==> src/rtl/mvau_weight_sched_if.sv <==
// Weight-side bus of one MVAU PE scheduler.
//   wmem_addr / wmem_out : read port of the weight memory (one-cycle registered read)
//   w_valid / w_ready    : weight stream handshake toward the compute datapath
//   w_data               : weight word at the stream head
//   w_sf_last/w_nf_last  : fold-boundary tags of the head word
// master = scheduler, slave = memory + datapath.
interface mvau_weight_sched_if #(
  parameter int SIMD         = 2,
  parameter int TW           = 1,
  parameter int WMEM_ADDR_BW = 4
);
  logic [WMEM_ADDR_BW-1:0] wmem_addr;
  logic [SIMD*TW-1:0]      wmem_out;
  logic                    w_valid;
  logic                    w_ready;
  logic [SIMD*TW-1:0]      w_data;
  logic                    w_sf_last;
  logic                    w_nf_last;

  modport master (
    output wmem_addr, input wmem_out,
    output w_valid, input w_ready, output w_data, w_sf_last, w_nf_last
  );

  modport slave (
    input wmem_addr, output wmem_out,
    input w_valid, output w_ready, input w_data, w_sf_last, w_nf_last
  );
endinterface

==> src/rtl/mvau_weight_sched.sv <==
// Weight sequencer / read controller for one MVAU PE.
// Walks the weight memory in synapse-fold / neuron-fold order NUM_VEC times per
// start, hides the one-cycle memory read latency behind a 2-entry FWFT FIFO and
// presents the words as a valid/ready stream tagged with fold boundaries.
// Ports:
//   aclk, aresetn : clock, async active-low reset
//   start         : run request, only honoured in IDLE
//   busy          : run in progress (RUN or DRAIN)
//   done          : one-cycle pulse once the last beat has been consumed
//   wif (master)  : memory read port + weight stream (see mvau_weight_sched_if)
module mvau_weight_sched #(
  parameter int SIMD         = 2,
  parameter int TW           = 1,
  parameter int SF           = 2,
  parameter int NF           = 2,
  parameter int NUM_VEC      = 4,
  parameter int WMEM_ADDR_BW = 4
) (
  input  logic aclk,
  input  logic aresetn,
  input  logic start,
  output logic busy,
  output logic done,
  mvau_weight_sched_if.master wif
);

  localparam int W      = SIMD * TW;
  localparam int SF_BW  = (SF > 1)      ? $clog2(SF)      : 1;
  localparam int NF_BW  = (NF > 1)      ? $clog2(NF)      : 1;
  localparam int VEC_BW = (NUM_VEC > 1) ? $clog2(NUM_VEC) : 1;

  localparam logic [WMEM_ADDR_BW-1:0] ADDR_LAST = WMEM_ADDR_BW'(SF * NF - 1);
  localparam logic [SF_BW-1:0]        SF_LAST   = SF_BW'(SF - 1);
  localparam logic [NF_BW-1:0]        NF_LAST   = NF_BW'(NF - 1);
  localparam logic [VEC_BW-1:0]       VEC_LAST  = VEC_BW'(NUM_VEC - 1);

  typedef enum logic [1:0] {IDLE, RUN, DRAIN} state_t;

  typedef struct packed {
    logic [W-1:0] data;
    logic         sf_last;
    logic         nf_last;
  } beat_t;

  state_t state, state_nxt;

  logic [SF_BW-1:0]  sf_cnt;
  logic [NF_BW-1:0]  nf_cnt;
  logic [VEC_BW-1:0] vec_cnt;

  // One read outstanding at the memory; its fold tags travel alongside.
  logic inflight, infl_sf_last, infl_nf_last;

  beat_t [1:0] fifo;
  logic        wr_ptr, rd_ptr;
  logic [1:0]  count;

  logic pop, push, issue, sf_wrap, nf_wrap, last_issue;

  assign pop  = wif.w_valid & wif.w_ready;
  assign push = inflight;

  // Credit check: FIFO occupancy plus the read in flight, minus what leaves
  // this cycle, must leave room for the new word. count<=2 and inflight<=1,
  // and pop implies count>=1, so 2-bit arithmetic never wraps.
  assign issue = (state == RUN) &&
                 ((count + {1'b0, inflight} - {1'b0, pop}) < 2'd2);

  assign sf_wrap    = (sf_cnt == SF_LAST);
  assign nf_wrap    = (nf_cnt == NF_LAST);
  assign last_issue = issue & sf_wrap & nf_wrap & (vec_cnt == VEC_LAST);

  // ---------------- FSM ----------------
  always_ff @(posedge aclk or negedge aresetn) begin
    if (!aresetn) state <= IDLE;
    else          state <= state_nxt;
  end

  always_comb begin
    state_nxt = state;
    done      = 1'b0;
    unique case (state)
      IDLE:  if (start) state_nxt = RUN;
      RUN:   if (last_issue) state_nxt = DRAIN;
      // Empty FIFO and nothing in flight means every beat has been popped,
      // so done can never coincide with w_valid.
      DRAIN: if (!inflight && (count == 2'd0)) begin
               done      = 1'b1;
               state_nxt = IDLE;
             end
      default: state_nxt = IDLE;
    endcase
  end

  assign busy = (state != IDLE);

  // ---------------- address / fold counters ----------------
  always_ff @(posedge aclk or negedge aresetn) begin
    if (!aresetn) begin
      wif.wmem_addr <= '0;
      sf_cnt        <= '0;
      nf_cnt        <= '0;
      vec_cnt       <= '0;
      inflight      <= 1'b0;
      infl_sf_last  <= 1'b0;
      infl_nf_last  <= 1'b0;
    end else begin
      inflight <= issue;
      if ((state == IDLE) && start) begin
        wif.wmem_addr <= '0;
        sf_cnt        <= '0;
        nf_cnt        <= '0;
        vec_cnt       <= '0;
      end else if (issue) begin
        infl_sf_last  <= sf_wrap;
        infl_nf_last  <= sf_wrap & nf_wrap;
        wif.wmem_addr <= (wif.wmem_addr == ADDR_LAST) ? '0 : wif.wmem_addr + 1'b1;
        sf_cnt        <= sf_wrap ? '0 : sf_cnt + 1'b1;
        if (sf_wrap) begin
          nf_cnt <= nf_wrap ? '0 : nf_cnt + 1'b1;
          if (nf_wrap) vec_cnt <= (vec_cnt == VEC_LAST) ? '0 : vec_cnt + 1'b1;
        end
      end
    end
  end

  // ---------------- 2-entry FWFT FIFO ----------------
  // Reads of a held address are never pushed: only a tagged in-flight read
  // produces a push, so spurious memory output is ignored.
  always_ff @(posedge aclk or negedge aresetn) begin
    if (!aresetn) begin
      fifo   <= '0;
      wr_ptr <= 1'b0;
      rd_ptr <= 1'b0;
      count  <= 2'd0;
    end else begin
      if (push) begin
        fifo[wr_ptr] <= '{data: wif.wmem_out, sf_last: infl_sf_last, nf_last: infl_nf_last};
        wr_ptr       <= ~wr_ptr;
      end
      if (pop) rd_ptr <= ~rd_ptr;
      count <= count + {1'b0, push} - {1'b0, pop};
    end
  end

  assign wif.w_valid   = (count != 2'd0);
  assign wif.w_data    = fifo[rd_ptr].data;
  // Tags are qualified so a stale entry never shows a boundary when idle.
  assign wif.w_sf_last = wif.w_valid & fifo[rd_ptr].sf_last;
  assign wif.w_nf_last = wif.w_valid & fifo[rd_ptr].nf_last;

endmodule

==> src/flat_wrapper.sv <==
// flat-port wrapper written by rule: the top's interface ports become plain ports
module mvau_weight_sched_flat 
#(
  parameter int SIMD         = 2,
  parameter int TW           = 1,
  parameter int SF           = 2,
  parameter int NF           = 2,
  parameter int NUM_VEC      = 4,
  parameter int WMEM_ADDR_BW = 4
)
  (aclk, aresetn, start, busy, done, wif_wmem_addr, wif_wmem_out, wif_w_valid, wif_w_ready, wif_w_data, wif_w_sf_last, wif_w_nf_last);
  mvau_weight_sched_if #(.SIMD(SIMD), .TW(TW), .WMEM_ADDR_BW(WMEM_ADDR_BW)) wif_i ();
  input  logic aclk;
  input  logic aresetn;
  input  logic start;
  output logic busy;
  output logic done;
  output wire logic [$bits(wif_i.wmem_addr)-1:0] wif_wmem_addr;
  input wire logic [$bits(wif_i.wmem_out)-1:0] wif_wmem_out;
  output wire logic [$bits(wif_i.w_valid)-1:0] wif_w_valid;
  input wire logic [$bits(wif_i.w_ready)-1:0] wif_w_ready;
  output wire logic [$bits(wif_i.w_data)-1:0] wif_w_data;
  output wire logic [$bits(wif_i.w_sf_last)-1:0] wif_w_sf_last;
  output wire logic [$bits(wif_i.w_nf_last)-1:0] wif_w_nf_last;
  assign wif_wmem_addr = wif_i.wmem_addr;
  assign wif_i.wmem_out = wif_wmem_out;
  assign wif_w_valid = wif_i.w_valid;
  assign wif_i.w_ready = wif_w_ready;
  assign wif_w_data = wif_i.w_data;
  assign wif_w_sf_last = wif_i.w_sf_last;
  assign wif_w_nf_last = wif_i.w_nf_last;
  mvau_weight_sched #(.SIMD(SIMD), .TW(TW), .SF(SF), .NF(NF), .NUM_VEC(NUM_VEC), .WMEM_ADDR_BW(WMEM_ADDR_BW)) u_core (.aclk(aclk), .aresetn(aresetn), .start(start), .busy(busy), .done(done), .wif(wif_i));
endmodule
==> config.mk <==
export PLATFORM = sky130hd
export DESIGN_NAME = mvau_weight_sched_flat
export DESIGN_NICKNAME = d
export VERILOG_FILES = /design/src/rtl/mvau_weight_sched_if.sv /design/src/rtl/mvau_weight_sched.sv /design/src/flat_wrapper.sv
export SDC_FILE = /design/constraint.sdc
export NUM_CORES = 1
export LEC_CHECK = 0
export ABC_AREA = 0
export BUFFER_PORTS_ARGS = -buffer_cell sky130_fd_sc_hd__buf_2
export CORE_UTILIZATION = 55
export CTS_CLUSTER_DIAMETER = 40
export DETAILED_ROUTE_END_ITERATION = 10
export PLACE_DENSITY = 0.78
export SYNTH_ARGS = -nofsm -noshare
export SYNTH_HDL_FRONTEND = slang
export SYNTH_SLANG_ARGS = --single-unit
==> constraint.sdc <==
create_clock -name aclk -period 5.36 [get_ports aclk]
set_clock_uncertainty 0.2 [all_clocks]
set_input_delay 0.268 -clock aclk [delete_from_list [all_inputs] [get_ports aclk]]
set_output_delay 0.268 -clock aclk [all_outputs]
set_load 0.005 [all_outputs]
## Word-level counts from Yosys, hierarchy flattened

Index checks and enable logic that the tools add are counted.

- Flip-flop bits (word level): 25
- Output and inout bits: 11
- Logic and storage cells: 86

- Muxes and demuxes: 26
- Reductions and logical operators: 16
- Equality and inequality tests: 7
- $add $sub $neg: 6
- Bitwise gates (word level): 10
- Order comparisons: 4

Operators with widths:

| kind | number |
|---|---|
| $mux W4 | 6 |
| $mux W2 | 8 |
| $reduce_bool A2 Y1 | 5 |
| $mux W1 | 9 |
| $bwmux W8 | 1 |
| $and A1 B1 Y1 | 7 |
| $pmux W2 S3 | 1 |
| $reduce_and A3 Y1 | 2 |
| $add A4 B1 Y4 const B | 1 |
| $demux W4 S1 | 1 |
| $eq A2 B2 Y1 const B | 2 |
| $eq A4 B2 Y1 const B | 1 |
| $logic_and A1 B1 Y1 | 4 |
| $logic_not A2 Y1 | 2 |
| $lt A1 B2 Y1 const B | 2 |
| $ne A2 B1 Y1 const B | 2 |
| $reduce_and A2 Y1 | 2 |
| $not A1 Y1 | 3 |
| $add A1 B1 Y1 const B | 2 |
| $add A2 B1 Y2 | 1 |
| $add A2 B1 Y2 const B | 1 |
| $eq A2 B1 Y1 const B | 1 |
| $lt A2 B2 Y1 const B | 1 |
| $ne A2 B2 Y1 const B | 1 |
| other kinds (3) | 3 |

## Logic depth before layout (Yosys ltp)

- Depth after elaboration: 10
- Gate-level depth with buffers: 10

## Worst setup path after synthesis

Ideal clock, no wire load.

- Kind: flip-flop to flip-flop
- Start point: register u_core.count[1]
- End point: register u_core.vec_cnt[0]
- Path buffers: 0
- Path slack: 2.825 ns
- Cell stages (with the launch flop): 11
- Setup time: 0.083 ns
- Data arrival time: 2.252 ns
- Cells stage by stage: dfrtp_1 > nor2_1 > inv_1 > and2_1 > ha_1 > inv_1 > ha_1 > xnor3_2 > inv_2 > or4_1 > o21ai_0

- Longest elaborated chain between the ends: 7
- Elaborated cells on any way between the ends: 8

Ends and longest elaborated chain:

| what | RTL line | source |
|---|---|---|
| start, declared | mvau_weight_sched.sv:56 | `logic [1:0] count;` |
| start signal, assigned | mvau_weight_sched.sv:142 | `count <= count + {1'b0, push} - {1'b0, pop};` |
| $reduce_bool A2 Y1 | mvau_weight_sched.sv:146 | `assign wif.w_valid = (count != 2'd0);` |
| net wif_w_valid | flat_wrapper.sv:20 | `output wire logic [$bits(wif_i.w_valid)-1:0] wif_w_valid;` |
| $and A1 B1 Y1 | mvau_weight_sched.sv:60 | `assign pop = wif.w_valid & wif.w_ready;` |
| net u_core.pop | mvau_weight_sched.sv:58 | `logic pop, push, issue, sf_wrap, nf_wrap, last_issue;` |
| $sub A2 B1 Y2 | mvau_weight_sched.sv:67 | `((count + {1'b0, inflight} - {1'b0, pop}) < 2'd2);` |
| $lt A2 B2 Y1 | mvau_weight_sched.sv:67 |  |
| $logic_and A1 B1 Y1 | mvau_weight_sched.sv:66 | `assign issue = (state == RUN) &&` |
| $reduce_bool A2 Y1 (no line) | - |  |
| $reduce_and A3 Y1 (no line) | - |  |
| end signal, assigned | mvau_weight_sched.sv:121 | `if (nf_wrap) vec_cnt <= (vec_cnt == VEC_LAST) ? '0 : vec_cnt + 1'b1;` |
| end, declared | mvau_weight_sched.sv:49 | `logic [VEC_BW-1:0] vec_cnt;` |

The timed path passes the listed nets, and every way through them passes these cells.
A chain may end at the register's enable or synchronous reset.

## Final worst setup path

- Start point: register u_core.count[1]
- End point: register u_core.vec_cnt[0]

- Longest elaborated chain between the ends: 7
- Elaborated cells on any way between the ends: 8

Ends and longest elaborated chain:

| what | RTL line |
|---|---|
| $reduce_bool A2 Y1 | mvau_weight_sched.sv:146 |
| $and A1 B1 Y1 | mvau_weight_sched.sv:60 |
| net u_core.pop | mvau_weight_sched.sv:58 |
| $sub A2 B1 Y2 | mvau_weight_sched.sv:67 |
| $lt A2 B2 Y1 | mvau_weight_sched.sv:67 |
| $logic_and A1 B1 Y1 | mvau_weight_sched.sv:66 |
| $reduce_bool A2 Y1 (no line) | - |
| $reduce_and A3 Y1 (no line) | - |

The timed path passes the listed nets, and every way through them passes these cells.

==> metrics.txt <==
Distinct cells, synth 31; Worst-Skew Late Latency 320 ps; top-count cell post-synth dfrtp_1; worst endpoint data arrival time around 2800 ps; port bufs 16; Critical Path RT 5410 ps; WL/cell between 10 and 15 um; CP endpoint kind register; cell taking the most area after synthesis dfrtp_1; hpwl dp ~1.6 mm; post-CTS setup buffers 0; ANT nets after route 0; fin crit period 2780 ps; global-route usage over all layers a little under a quarter; Placement Cell Area approximately 0.0013 mm2; Inserted Diodes 0; I/O pin count 17; Synth top area share a little over half; largest net degree at the start of global routing 26; Slew Viols, Final 0; maximum clock path buffer count 2; Final Hold Viols 0; post-layout util around 67%; DIE AREA 0.00230 mm2; first-pass GRT wire length about 3.5 mm; syn_nets 112; Post-synth EDFFs 0; Yosys warnings 0; Initial Util 58.7%; Die X around 48 um; # H-tree levels 1; startpoint types register; Least-Margin Pin Slew roughly 550 ps; CTS Sinks 25; initial DRC count 7; DRT Pass-1 Iters 2; WL final between 2 and 2.5 mm; pwr/cell area approximately 630 mW/mm2; total gr overflow 0; Final Cycle Share between 50% and 60%; via density per instance approximately 5.5; Final Cell Area 0.00133 mm2; Max Cap Violations 0; worst vdd rail ir drop between 0.0003 and 0.0004 V; ys async rst share 100%; share of cells above drive strength 1 a little over a quarter; fillers about 160; vias in the first global route between 700 and 800; Worst-path clk slew between 100 and 150 ps; Final nets 135; CP Max Fanout 9; crit path kind register to register; post-synthesis sequential area ratio 53.8%; Hold WC Path Type input port to register; Root Buffer clkbuf_4; Core Box Area approximately 0.002 mm2; CTS Buf Count 3; Most used DFF post-synth dfrtp_1; Post-Syn Instances 102; CTS tree done; worst rel slew slack between 60% and 70%; outcome finished clean; #FFs+latches synth 25; ranking of synthesized cells by area dfrtp_1, mux2_2, ha_1, mux2i_1, o21ai_0; Post-Syn Area between 0.001 and 0.0015 mm2; # rows 16; Layout area overhead 14.4%; Die Y 48.0 um; Avg Cell Area, Syn ~11 um2; DR vias 827; Synth top cells by count dfrtp_1, mux2_2, inv_1, nand2_1, nor2_1; unrepaired setup endpoints after global routing false; Final Setup Violations 0; f_max 360 MHz; initial antenna violation count 0; setup_tns 0 ps; gpl congestion between 0.8 and 0.9; residual DRC count 0; Lkg Pwr around 0.00066 uW
## metrics by stage
| step | power [uW] | hold slack [ps] | instances | worst slack, ps |
|---|---|---|---|---|
| after floorplan | 627 | -228 | 102 | 2830 |
| after global placement | 726 | 78.7 | 144 | 2740 |
| after detailed placement | 749 | 79.3 | 144 | 2650 |
| after CTS | 838 | 3.29 | 150 | 2570 |
| after global routing | 906 | 75.0 | 151 | 2500 |
| final | 835 | 74.4 | 151 | 2580 |
## final cells by class
| class | count | area (um2) | share of cell area [%] |
|---|---|---|---|
| Multi-Input combinational cell | 68 | 504 | 37.9 |
| Sequential cell | 25 | 626 | 47.0 |
| Clock inverter | 1 | 5.00 | 0.376 |
| Clock buffer | 3 | 22.5 | 1.69 |
| Timing Repair Buffer | 19 | 110 | 8.27 |
| Inverter | 8 | 30.0 | 2.26 |
| Tap cell | 27 | 33.8 | 2.54 |
## kinds of logic (layout without fill, tap and decap cells)
group | count (synthesis) | count (layout) | synth area share [%]
muxes | 13 | 13 | 12.2
xor gates and xnor gates | 3 | 3 | 3.55
adders and majority gates | 4 | 4 | 4.30
AOI/OAI and AO/OA | 14 | 14 | 7.74
buffers and inverters | 9 | 31 | 2.90
and+or+nand+nor | 34 | 34 | 15.6
DFF | 25 | 25 | 53.8
## placed cells by master (no fill, tap or decap)
cell            n
a21o_1          1
a21oi_1         2
a221o_1         2
a22o_1          1
and2_1          2
buf_2          16
clkbuf_4        3
clkinv_2        1
dfrtp_1        25
dlygate4sd3_1   3
ha_1            4
inv_1           7
inv_2           1
mux2_2          9
mux2i_1         4
nand2_1         7
nand2b_1        2
nand3_1         3
nand3b_1        1
nand4b_1        1
nor2_1          7
nor2b_1         2
nor3_1          2
nor3b_1         2
nor4_1          1
o211ai_1        1
o21ai_0         6
o22ai_1         1
or2_2           1
or3_1           1
or3b_2          1
or4_1           1
xnor3_2         1
xor2_1          2
## critical path, stage by stage (launching register included)
cell and delay (ps):
dfrtp_1 420, nor2_1 190, inv_1 110, and2_1 200, ha_1 280, inv_1 40, ha_1 180, xnor3_2 430
inv_2 90, or4_1 480, o21ai_0 90
## metal layers
layer | track usage (%) | vias to the layer above | wire length, um
met4 | 9.44 | 0 | 41
met5 | 0 | - | 0
li1 | - | 402 | -
met1 | 27.8 | 404 | 1010
met3 | 8.68 | 6 | 68
met2 | 37.8 | 15 | 1110
## worst paths after layout
kind / start / end / slack [ps] / cells past startpoint
setup / recovery: u_core.count[1] / u_core.vec_cnt[0] / 2580 / 10
hold / removal: wif_w_ready / u_core.rd_ptr / 70 / 3
setup reg to reg: u_core.count[1] / u_core.vec_cnt[0] / 2580 / 10
hold reg to reg: u_core.fifo[5] / u_core.fifo[5] / 300 / 2
max in group asynchronous: aresetn / u_core.fifo[2] / 4360 / 2
min in group asynchronous: aresetn / u_core.wif.wmem_addr[2] / 240 / 2
## flip-flops by register name, summed over array words and instances, names as in the netlist
signal / flops
u_core.infl_nf_last: 1
u_core.nf_cnt: 1
u_core.count: 2
u_core.inflight: 1
u_core.fifo: 8
u_core.wif.wmem_addr: 4
u_core.infl_sf_last: 1
u_core.vec_cnt: 2
u_core.rd_ptr: 1
u_core.state: 2
u_core.sf_cnt: 1
u_core.wr_ptr: 1
## power by group
group	internal, uW	switching (uW)	total (uW)
logic	189	214	403
registers	276	72.5	349
clock network	28.0	55.6	83.6
## what timing repair did
item | CTS | global route
hold buffers | 2 | 1
resized for setup | 0 | 0
hold endpoints to repair | 27 | 1
Note: power is estimated with default switching activity, not from simulation.
